`src/rtl/cic_pkg.sv`:
```
// Shared definitions for the sinc^N decimator: filter order, register width rule
// and the default signed accumulator type.
package cic_pkg;

  localparam int CIC_ORDER      = 3;
  localparam int CIC_DEF_LOG2_R = 4;

  // Peak magnitude is R^order for a +/-1 input.
  // One extra bit represents +R^order and one more carries the sign.
  function automatic int cic_width(input int order, input int log2_r);
    return order * log2_r + 2;
  endfunction

  typedef logic signed [cic_width(CIC_ORDER, CIC_DEF_LOG2_R)-1:0] cic_acc_t;

endpackage

```
`src/rtl/cic_integ_stage.sv`:
```
// One wrapping W-bit integrator with enable and asynchronous clear.
// sum is the post-add value, so cascaded stages all advance on the same edge.
module cic_integ_stage
  import cic_pkg::*;
#(
  parameter int W = cic_width(CIC_ORDER, CIC_DEF_LOG2_R)
) (
  input  logic                clk,
  input  logic                rst_n,
  input  logic                en,
  input  logic signed [W-1:0] din,
  output logic signed [W-1:0] sum
);

  logic signed [W-1:0] acc;

  // Modulo-2^W wrap is intentional; the combs cancel it exactly.
  assign sum = acc + din;

  always_ff @(posedge clk or negedge rst_n) begin
    if (!rst_n) begin
      acc <= '0;
    end else if (en) begin
      acc <= sum;
    end
  end

endmodule

```
`src/rtl/cic3_decimator.sv`:
```
// Third-order CIC decimator (differential delay 1) from a 1-bit sigma-delta stream to PCM.
// Defining CIC_ROUND_SAT_EN adds round-half-up and saturation to the output scaling.
module cic3_decimator
  import cic_pkg::*;
#(
  parameter int LOG2_R = 4,
  parameter int OUT_BW = 12
) (
  input  logic                     clk,
  input  logic                     rst_n,
  input  logic                     bs_in,
  input  logic                     bs_valid,
  output logic signed [OUT_BW-1:0] dout,
  output logic                     dout_valid
);

  localparam int W     = cic_width(CIC_ORDER, LOG2_R);
  localparam int SHIFT = W - OUT_BW;

  typedef logic signed [W-1:0] acc_t;

  localparam acc_t                ONE     = acc_t'(1);
  localparam logic [LOG2_R-1:0]   PH_LAST = '1;

`ifdef CIC_ROUND_SAT_EN
  localparam logic signed [W:0] RND    = (W+1)'((1 << SHIFT) >> 1);
  localparam logic signed [W:0] SAT_HI = (W+1)'((1 << (OUT_BW-1)) - 1);
  localparam logic signed [W:0] SAT_LO = (W+1)'(-(1 << (OUT_BW-1)));
`endif

  function automatic logic signed [OUT_BW-1:0] scale(input acc_t v);
`ifdef CIC_ROUND_SAT_EN
    logic signed [W:0] t;
    t = (W+1)'(v) + RND;
    t = t >>> SHIFT;
    if (t > SAT_HI) begin
      t = SAT_HI;
    end else if (t < SAT_LO) begin
      t = SAT_LO;
    end
    return OUT_BW'(t);
`else
    return OUT_BW'(v >>> SHIFT);
`endif
  endfunction

  acc_t              x;
  acc_t              i1_sum, i2_sum, i3_sum;
  acc_t              d1, d2, d3;
  acc_t              c1, c2, c3;
  logic [LOG2_R-1:0] phase;
  logic              strike;

  assign x = bs_in ? ONE : -ONE;

  cic_integ_stage #(.W(W)) u_integ1 (
    .clk  (clk),
    .rst_n(rst_n),
    .en   (bs_valid),
    .din  (x),
    .sum  (i1_sum)
  );

  cic_integ_stage #(.W(W)) u_integ2 (
    .clk  (clk),
    .rst_n(rst_n),
    .en   (bs_valid),
    .din  (i1_sum),
    .sum  (i2_sum)
  );

  cic_integ_stage #(.W(W)) u_integ3 (
    .clk  (clk),
    .rst_n(rst_n),
    .en   (bs_valid),
    .din  (i2_sum),
    .sum  (i3_sum)
  );

  // Decimated-rate combs, evaluated only on the edge that closes a frame.
  assign strike = bs_valid && (phase == PH_LAST);
  assign c1     = i3_sum - d1;
  assign c2     = c1 - d2;
  assign c3     = c2 - d3;

  always_ff @(posedge clk or negedge rst_n) begin
    if (!rst_n) begin
      phase      <= '0;
      d1         <= '0;
      d2         <= '0;
      d3         <= '0;
      dout       <= '0;
      dout_valid <= 1'b0;
    end else begin
      dout_valid <= strike;
      if (bs_valid) begin
        phase <= phase + 1'b1;
      end
      if (strike) begin
        d1   <= i3_sum;
        d2   <= c1;
        d3   <= c2;
        dout <= scale(c3);
      end
    end
  end

endmodule
```
`config.mk`:
```
export PLATFORM = sky130hd
export DESIGN_NAME = cic3_decimator
export DESIGN_NICKNAME = d
export VERILOG_FILES = /design/src/rtl/cic_pkg.sv /design/src/rtl/cic_integ_stage.sv /design/src/rtl/cic3_decimator.sv
export SDC_FILE = /design/constraint.sdc
export NUM_CORES = 1
export LEC_CHECK = 0
export CORE_MARGIN = 2
export CORE_UTILIZATION = 64
export DETAILED_ROUTE_END_ITERATION = 8
export GPL_TIMING_DRIVEN = 0
export MAX_ROUTING_LAYER = met4
export PLACE_DENSITY = 0.82
export SLEW_MARGIN = 20
export SYNTH_ARGS = -nofsm -noshare
export SYNTH_HDL_FRONTEND = slang
export SYNTH_HIERARCHICAL = 1
export SYNTH_SLANG_ARGS = --single-unit
```
`constraint.sdc`:
```
create_clock -name clk -period 8 [get_ports clk]
set_input_delay 1.6 -clock clk [delete_from_list [all_inputs] [get_ports clk]]
set_output_delay 1.6 -clock clk [all_outputs]
set_load 0.005 [all_outputs]
```
-- After elaboration in Yosys (flattened, before gate mapping)
Index checks and enable logic that the tools add are counted.
- equal/unequal tests: 1
- shift operators: 0
- order comparisons: 0
- bitwise logic cells: 0
- add/subtract/negate cells: 7
- divide/modulo/power cells: 0
- multipliers: 0
- reduce and logical (&&, ||, !) cells: 1
- mux-type cells: 1
- operator list (cell ; count):
    $add 14x14->14 ; 3
    $sub 14x14->14 ; 3
    $mux 14 ; 1
    $add 4x1->4 const B ; 1
    $eq 4x4->1 const B ; 1
    $logic_and 1x1->1 ; 1
- word-level logic and storage cells: 19
- input port bits: 4
- output and inout port bits: 13
- RAM bits: 0
- register bits: 101
- memory bits (read-only): 0
- memories: 0
- latch bits: 0

-- Depth between registers and ports, before layout
Gate-level depths: netlist (run 1).
- word-level depth: 7
- depth in mapped cells: 36
- mapped depth without buffers: 35

-- Cells and area by module
The synthesis (run 1) kept the hierarchy.
- by module, submodules not included (module ; area an instance (µm²) ; times used ; cells an instance ; sequential area each (µm²)):
    cic3_decimator ; 3992.6 ; 1 ; 424 ; 1476.4
    cic_integ_stage (u_integ1 ...) ; 1157.4 ; 2 ; 117 ; 350.3
    cic_integ_stage (u_integ3) ; 1271.2 ; 1 ; 140 ; 350.3

-- Worst setup path before layout (run 1)
Ideal clock, no wire load.
- kind: input to register
- from: input port bs_in
- to: register dout[11]
- data required time: 7.875 ns
- stages: 35
- path slack: -0.489 ns
- library setup time: 0.125 ns
- path buffers: 1
- data arrival time: 8.364 ns
- cells stage by stage: inv_1 > ha_1 > a211oi_1 > nor2_1 > o21a_1 > nor2_1 > xnor2_1 > ha_1 > a21o_1 > a21o_1 > a31o_2 > xor2_1 > ha_1 > clkbuf_1 > a21o_1 > nor3_1 > a22oi_1 > xor2_1 > ha_1 > nand2_1 > o31ai_2 > xor2_1 > ha_1 > nand3_1 > a21oi_1 > nor3_1 > xnor2_1 > ha_1 > and3_1 > a21oi_1 > o21ai_2 > o41ai_4 > xnor2_1 > xnor3_1 > mux2_2
- longest elaborated chain between the ends: 7
- ends and longest elaborated chain (what ; RTL line ; source):
    from (decl) ; cic3_decimator.sv:11 ; input logic bs_in,
    $mux 14 ; cic3_decimator.sv:54 ; assign x = bs_in ? ONE : -ONE;
    $add 14x14->14 ; cic_integ_stage.sv:18 ; assign sum = acc + din;
    via i1_sum[5] ; cic3_decimator.sv:48 ; acc_t i1_sum, i2_sum, i3_sum;
    $add 14x14->14 ; cic_integ_stage.sv:18 ;
    via i2_sum[7] ; cic3_decimator.sv:48 ;
    $add 14x14->14 ; cic_integ_stage.sv:18 ;
    via i3_sum[8] ; cic3_decimator.sv:48 ;
    $sub 14x14->14 ; cic3_decimator.sv:82 ; assign c1 = i3_sum - d1;
    via c1[9] ; cic3_decimator.sv:50 ; acc_t c1, c2, c3;
    $sub 14x14->14 ; cic3_decimator.sv:83 ; assign c2 = c1 - d2;
    via c2[10] ; cic3_decimator.sv:50 ;
    $sub 14x14->14 ; cic3_decimator.sv:84 ; assign c3 = c2 - d3;
    to (signal assigned) ; cic3_decimator.sv:103 ; dout <= scale(c3);
    to (decl) ; cic3_decimator.sv:13 ; output logic signed [OUT_BW-1:0] dout,
The timed path passes the listed nets, and every way through them passes these cells.
A chain may end at the register's enable or synchronous reset.

-- Worst setup path after layout (run 1)
- from: input port bs_in
- to: register dout[11]
- longest elaborated chain between the ends: 7
- ends and longest elaborated chain (what ; RTL line ; source):
    $mux 14 ; cic3_decimator.sv:54 ;
    via x[10] ; cic3_decimator.sv:47 ; acc_t x;
    $add 14x14->14 (3 in series) ; cic_integ_stage.sv:18 ;
    $sub 14x14->14 ; cic3_decimator.sv:82 ;
    via c1[10] ; cic3_decimator.sv:50 ;
    $sub 14x14->14 ; cic3_decimator.sv:83 ;
    via c2[12] ; cic3_decimator.sv:50 ;
    $sub 14x14->14 ; cic3_decimator.sv:84 ;
The timed path passes the listed nets, and every way through them passes these cells.

==> impl_metrics.ini, run 1 <==
[timing]
setup_viol = 5
slew-limit-headroom = 0.482
worstMarginPinSlew_ns = 0.777
rsz0062_at_grt = true
fin_crit_sh = 1.07
fmax_ghz = 0.117
period_needed_ns = 8.58
hold_violations = 0
finalWorstSetupSlack_ns = -0.575
fin_skew_ns = 0.0128
drv_slew = 0

[route]
drt_iter0_markers = 794
wl_per_cell_microns = 22.8
drc = 0
ant_nets = 0
routed_wl_microns = 23300
num_vias = 6912
avgViaCountPerCell = 6.76
dr.pass1.iters = 5

[global_route]
grt_pass1_wl_microns = 32300
grt_max_degree = 78
antenna_found_initial = 0
grt_pass1_vias = 6759
grt_overflow = 0
grtUsageTotal = 0.323

[floorplan]
initial_core_util = 0.661
row_count = 39
die_y_microns = 113
die_w_microns = 113
fp.coreArea_sq_um = 11500
dieArea_sq_um = 12700
num_io_pins = 17

[cts]
root_buffer = clkbuf_16
cts-htree-levels = 3
ctsHoldBuffers = 0
clock_latency_ns = 0.37
numCtsBuffers = 9
cts.clk_slew.worst_paths_ns = 0.08
cts_tree = built
clk_path_buf_depth = 2
clock-sinks = 101

[yosys]
synth_fp_nets = 885
synthArstFlopShare = 1.00
synth_ff_type = dfrtp_1
ys_ff_latch = 101
synth_edf_count = 0
synth_warnings = 6
synth_area_sq_um = 7580
synthCells = 798
synth.distinct_cells = 74
yosysSeqAreaShare = 0.333
avgSynthCellArea_sq_um = 9.50

[final_layout]
syn_to_final_growth_pct = 27.4
drive_above_1_share = 0.305
final_cell_mix = 101 x dfrtp_1, 70 x nand2_1, 66 x inv_1, 50 x o21ai_0, 49 x ha_1
num-fill-cells = 550
final_area_sq_um = 9660
layout_commonest_cell = dfrtp_1
n_antenna_cell = 0
num-nets-final = 962

[critical_path]
critPathCaptureType = flip-flop
path_class = input pin to flip-flop
startpoint_type = input pin
cp_slowest_cell = ha_2
cpPeakStageDelay_ns = 0.38
worstPathRequired_ns = 8.24
arrival_ns = 8.82
crit_path_max_fanout = 6
reg2reg_slack_ns = 0.31

[outcome]
outcome = finished, violations left
violations = setup timing

[placement]
dpl_cell_area_sq_um = 8040
portBuffers = 16
dp_hpwl_microns = 12500
place_congestion = 0.889

[worst_hold_path]
min_path_type = flip-flop to flip-flop

[flow_run]
maxCapViolations = 0
==> final timing paths <==
check | startpoint | to | cells after the start
worst min-delay path | dout[4] | dout[4] | 2
worst max-delay path | bs_in | dout[11] | 37
worst min register to register | dout[4] | dout[4] | 2
worst max register to register | u_integ1/acc[0] | dout[11] | 35
max in group asynchronous | rst_n | u_integ3/acc[10] | 2
min in group asynchronous | rst_n | u_integ2/acc[11] | 1
==> area by class of cell <==
cell class                      instances  area, sq um  area share
Inverter                               69          265      0.0275
Timing Repair Buffer                   70          666      0.0689
Sequential cell                       101         2530       0.262
Buffer                                 13         56.3     0.00583
Multi-Input combinational cell        611         5590       0.579
Clock buffer                            9          225      0.0233
Tap cell                              143          179      0.0185
Clock inverter                          7          146      0.0152
==> sequential cells by signal (all words and copies together), names as in the netlist <==
register      cells
d1               14
d2               14
d3               14
dout             12
dout_valid        1
phase             4
u_integ1/acc     14
u_integ2/acc     14
u_integ3/acc     14
==> cells in the mapped netlist, drive strengths merged, types with 3 or more instances <==
cell type	instances	share of area
a211oi	16	0.016
a21boi	7	0.0069
a21o	16	0.016
a21oi	37	0.025
a221oi	7	0.013
a31o	3	0.0035
and2	3	0.0028
and3	8	0.0066
clkbuf	15	0.0074
dfrtp	101	0.33
fa	5	0.013
ha	78	0.13
inv	68	0.034
mux2	47	0.070
mux2i	6	0.0079
nand2	72	0.036
nand2b	3	0.0025
nand3	12	0.0079
nand4	3	0.0025
nor2	45	0.022
nor2b	10	0.010
nor3	15	0.0099
nor3b	5	0.0063
o211ai	3	0.0030
o21a	17	0.017
o21ai	70	0.047
o311ai	3	0.0035
o31a	5	0.0058
o31ai	9	0.010
or2	3	0.0025
or3	5	0.0041
xnor2	42	0.050
xor2	23	0.027
==> timing repair <==
| item | CTS | global route |
|---|---|---|
| setup endpoints to repair | 8 | 5 |
| pin swaps | 52 | 58 |
| setup buffers | 32 | 20 |
| endpoints found under the hold margin | 0 | 0 |
| cloned | 1 | 0 |
| resized for setup | 87 | 77 |
==> metal layers <==
layer / part of all wire / global-route usage
met1: 0.38 / 0.390
met2: 0.50 / 0.542
met3: 0.077 / 0.0653
met4: 0.045 / 0.114
met5: 0 / -
==> critical path: cells and delay by family <==
family	cells	cell delay [ns]
mux	1	0.27
fa+ha+maj	6	1.78
compound gates	11	2.10
xor+xnor	6	1.36
simple gates	9	1.26
buf+inv	4	0.46
==> kinds of logic after synthesis <==
| group | count (synthesis) | synth area share |
|---|---|---|
| AO/OA/AOI/OAI | 213 | 0.196 |
| AND/OR/NAND/NOR | 195 | 0.128 |
| flip-flops | 101 | 0.333 |
| buffers and inverters | 86 | 0.0436 |
| adder cells (fa/ha/maj) | 83 | 0.142 |
| XOR/XNOR | 66 | 0.0791 |
| multiplexers | 53 | 0.0778 |
| other | 1 | 0.000495 |
==> per-stage QoR <==
step	setup WS [ns]	setup TNS [ns]	hold slack [ns]	std cells	utilization
detailed placement	-1.77	-8.40	0.469	958	0.701
global placement	-1.56	-6.56	0.459	957	0.698
global route	-0.761	-2.54	0.505	1023	0.842
floorplan	-0.197	-0.197	0.444	798	-
CTS	-0.118	-0.118	0.486	1003	0.794
finish	-0.575	-1.58	0.480	1023	0.842
Power of run 1 is not shown: default switching activity piles up to over one toggle a cycle in this logic, so the estimate is an artifact.
==> inputs of run 2 (changes only) <==
CORE_UTILIZATION = 52   (was 64)
PLACE_DENSITY = 0.69   (was 0.82)
==> run 2 against run 1 <==
The flow still finishes with violations (setup timing). Global-route usage decreased by 8.7 points. Routed wire length is 19% lower. Sequential share of layout area shrank 0.24 points. First-iteration DRC count shrank 44%. Flip-flop and latch count unchanged. Register-to-register slack better by 0.38 ns. Via count is 9.4% lower. Clock skew fell by 0.0045 ns. Non-clock buffer count up 7. Count of clock-buffer cells in the layout up 4. Setup slack better by 0.35 ns. Critical endpoint unchanged.
==> impl_metrics.ini, run 2 (synthesized netlist as in run 1, its figures left out) <==
[outcome]
outcome = finished, violations left
violations = setup timing

[critical_path]
cpMostUsedCell = ha_4
path_class = input pin to flip-flop
crit_path_max_fanout = 4
cp_slowest_cell = o31ai_4
cpPeakStageDelay_ns = 0.34
arrival_ns = 8.48
startpoint_type = input pin
critPathCaptureType = flip-flop
worstPathRequired_ns = 8.25

[flow_run]
maxCapViolations = 0

[route]
avgViaCountPerCell = 5.85
num_vias = 6261
ant_nets = 0
wl_per_cell_microns = 17.6
dr.pass1.iters = 5
routed_wl_microns = 18900
drc = 0
drt_iter0_markers = 445

[timing]
finalSetupTns_ns = -0.328
fin_crit_sh = 1.03
worstMarginPinSlew_ns = 0.675
rsz0062_at_grt = true
fin_skew_ns = 0.00832
drv_slew = 0
holdWs_ns = 0.481
fmax_ghz = 0.122
setup_viol = 2
finalWorstSetupSlack_ns = -0.226
slew-limit-headroom = 0.550
period_needed_ns = 8.23
hold_violations = 0

[final_layout]
syn_to_final_growth_pct = 28.6
layout_commonest_cell = dfrtp_1
post-route-util = 0.678
finalNonFillerCells = 1071
ff_latch_area_sq_um = 2530
num-nets-final = 969
final_cell_mix = 101 x dfrtp_1, 70 x nand2_1, 66 x inv_1, 56 x buf_4, 53 x o21ai_0
multi_input_area_sq_um = 5700
drive_above_1_share = 0.316
n_antenna_cell = 0
num-fill-cells = 1000

[global_route]
grt_overflow = 0
antenna_found_initial = 0
grt_pass1_vias = 6205
grt_max_degree = 77
grtUsageTotal = 0.236
grt_pass1_wl_microns = 29500

[placement]
portBuffers = 16
place_congestion = 0.854
dp_hpwl_microns = 12100
dp.cells = 999

[floorplan]
fp.coreArea_sq_um = 14400
row_count = 44
die_y_microns = 125
num_io_pins = 17
initial_core_util = 0.527
die_w_microns = 125
dieArea_sq_um = 15600

[cts]
clk_path_buf_depth = 2
clock_latency_ns = 0.36
cts-htree-levels = 3
cts_tree = built
numCtsBuffers = 9
clock-sinks = 101
root_buffer = clkbuf_16
cts.clk_slew.worst_paths_ns = 0.07
ctsHoldBuffers = 0

[worst_hold_path]
min_path_type = flip-flop to flip-flop
run 2: changes by cell type in the layout (fill, tap and decap cells not counted), moves of 3 or more:
cell       delta
xnor2_1       -4
clkbuf_8      +3
buf_4        +15
ha_1          -4
a21oi_2       -4
xnor2_2       +4
o21ai_0       +3
buf_6         -4
bufinv_16     -3
a21oi_4       +4
ha_4          +4
run 2: worst paths after layout:
path	startpoint	slack, ns	cells after the start	endpoint
worst min-delay path	dout[2]	0.48	2	dout[2]
worst max register to register	u_integ1/acc[0]	0.69	34	dout[11]
worst max-delay path	bs_in	-0.23	37	dout[11]
min in group asynchronous	rst_n	1.11	1	u_integ1/acc[11]
max in group asynchronous	rst_n	6.21	2	d1[10]
worst min register to register	dout[2]	0.48	2	dout[2]
run 2: stage by stage:
stage               setup WS (ns)  instance area [sq um]
floorplan                  -0.197                   7670
global placement            -1.53                   8060
detailed placement          -1.66                   8090
CTS                        -0.144                   9060
global route               -0.435                   9750
finish                     -0.226                   9750
run 2: layout make-up:
type                    instances  area share
repair buffers                 77      0.0673
clock inverters                 3     0.00437
well taps                     184      0.0236
plain buffers                  13     0.00578
multi-input cells             611       0.585
inverters                      69      0.0272
flip-flops and latches        101       0.259
clock buffers                  13      0.0277
run 2: repair_timing:
action | CTS | global route
buffers inserted | 44 | 16
endpoints found under the setup margin | 9 | 6
cloned | 0 | 0
gates resized for setup | 72 | 94
pin swaps | 56 | 63
run 2: layer usage:
layer	global-route usage	vias up	wire length, microns
met5	-	-	0
met4	0.0522	0	298
met3	0.0533	33	567
met2	0.384	114	9410
met1	0.303	3107	8600
li1	-	3007	-
run 2: critical path: cells and delay by family:
| family | cells | cell delay, ns |
|---|---|---|
| AOI/OAI and AO/OA | 12 | 2.17 |
| adders and majority gates | 6 | 1.67 |
| xor gates and xnor gates | 7 | 1.32 |
| and+or+nand+nor | 7 | 1.01 |
| buffers and inverters | 4 | 0.42 |
| muxes | 1 | 0.26 |
Power of run 2 is left out for the same reason.
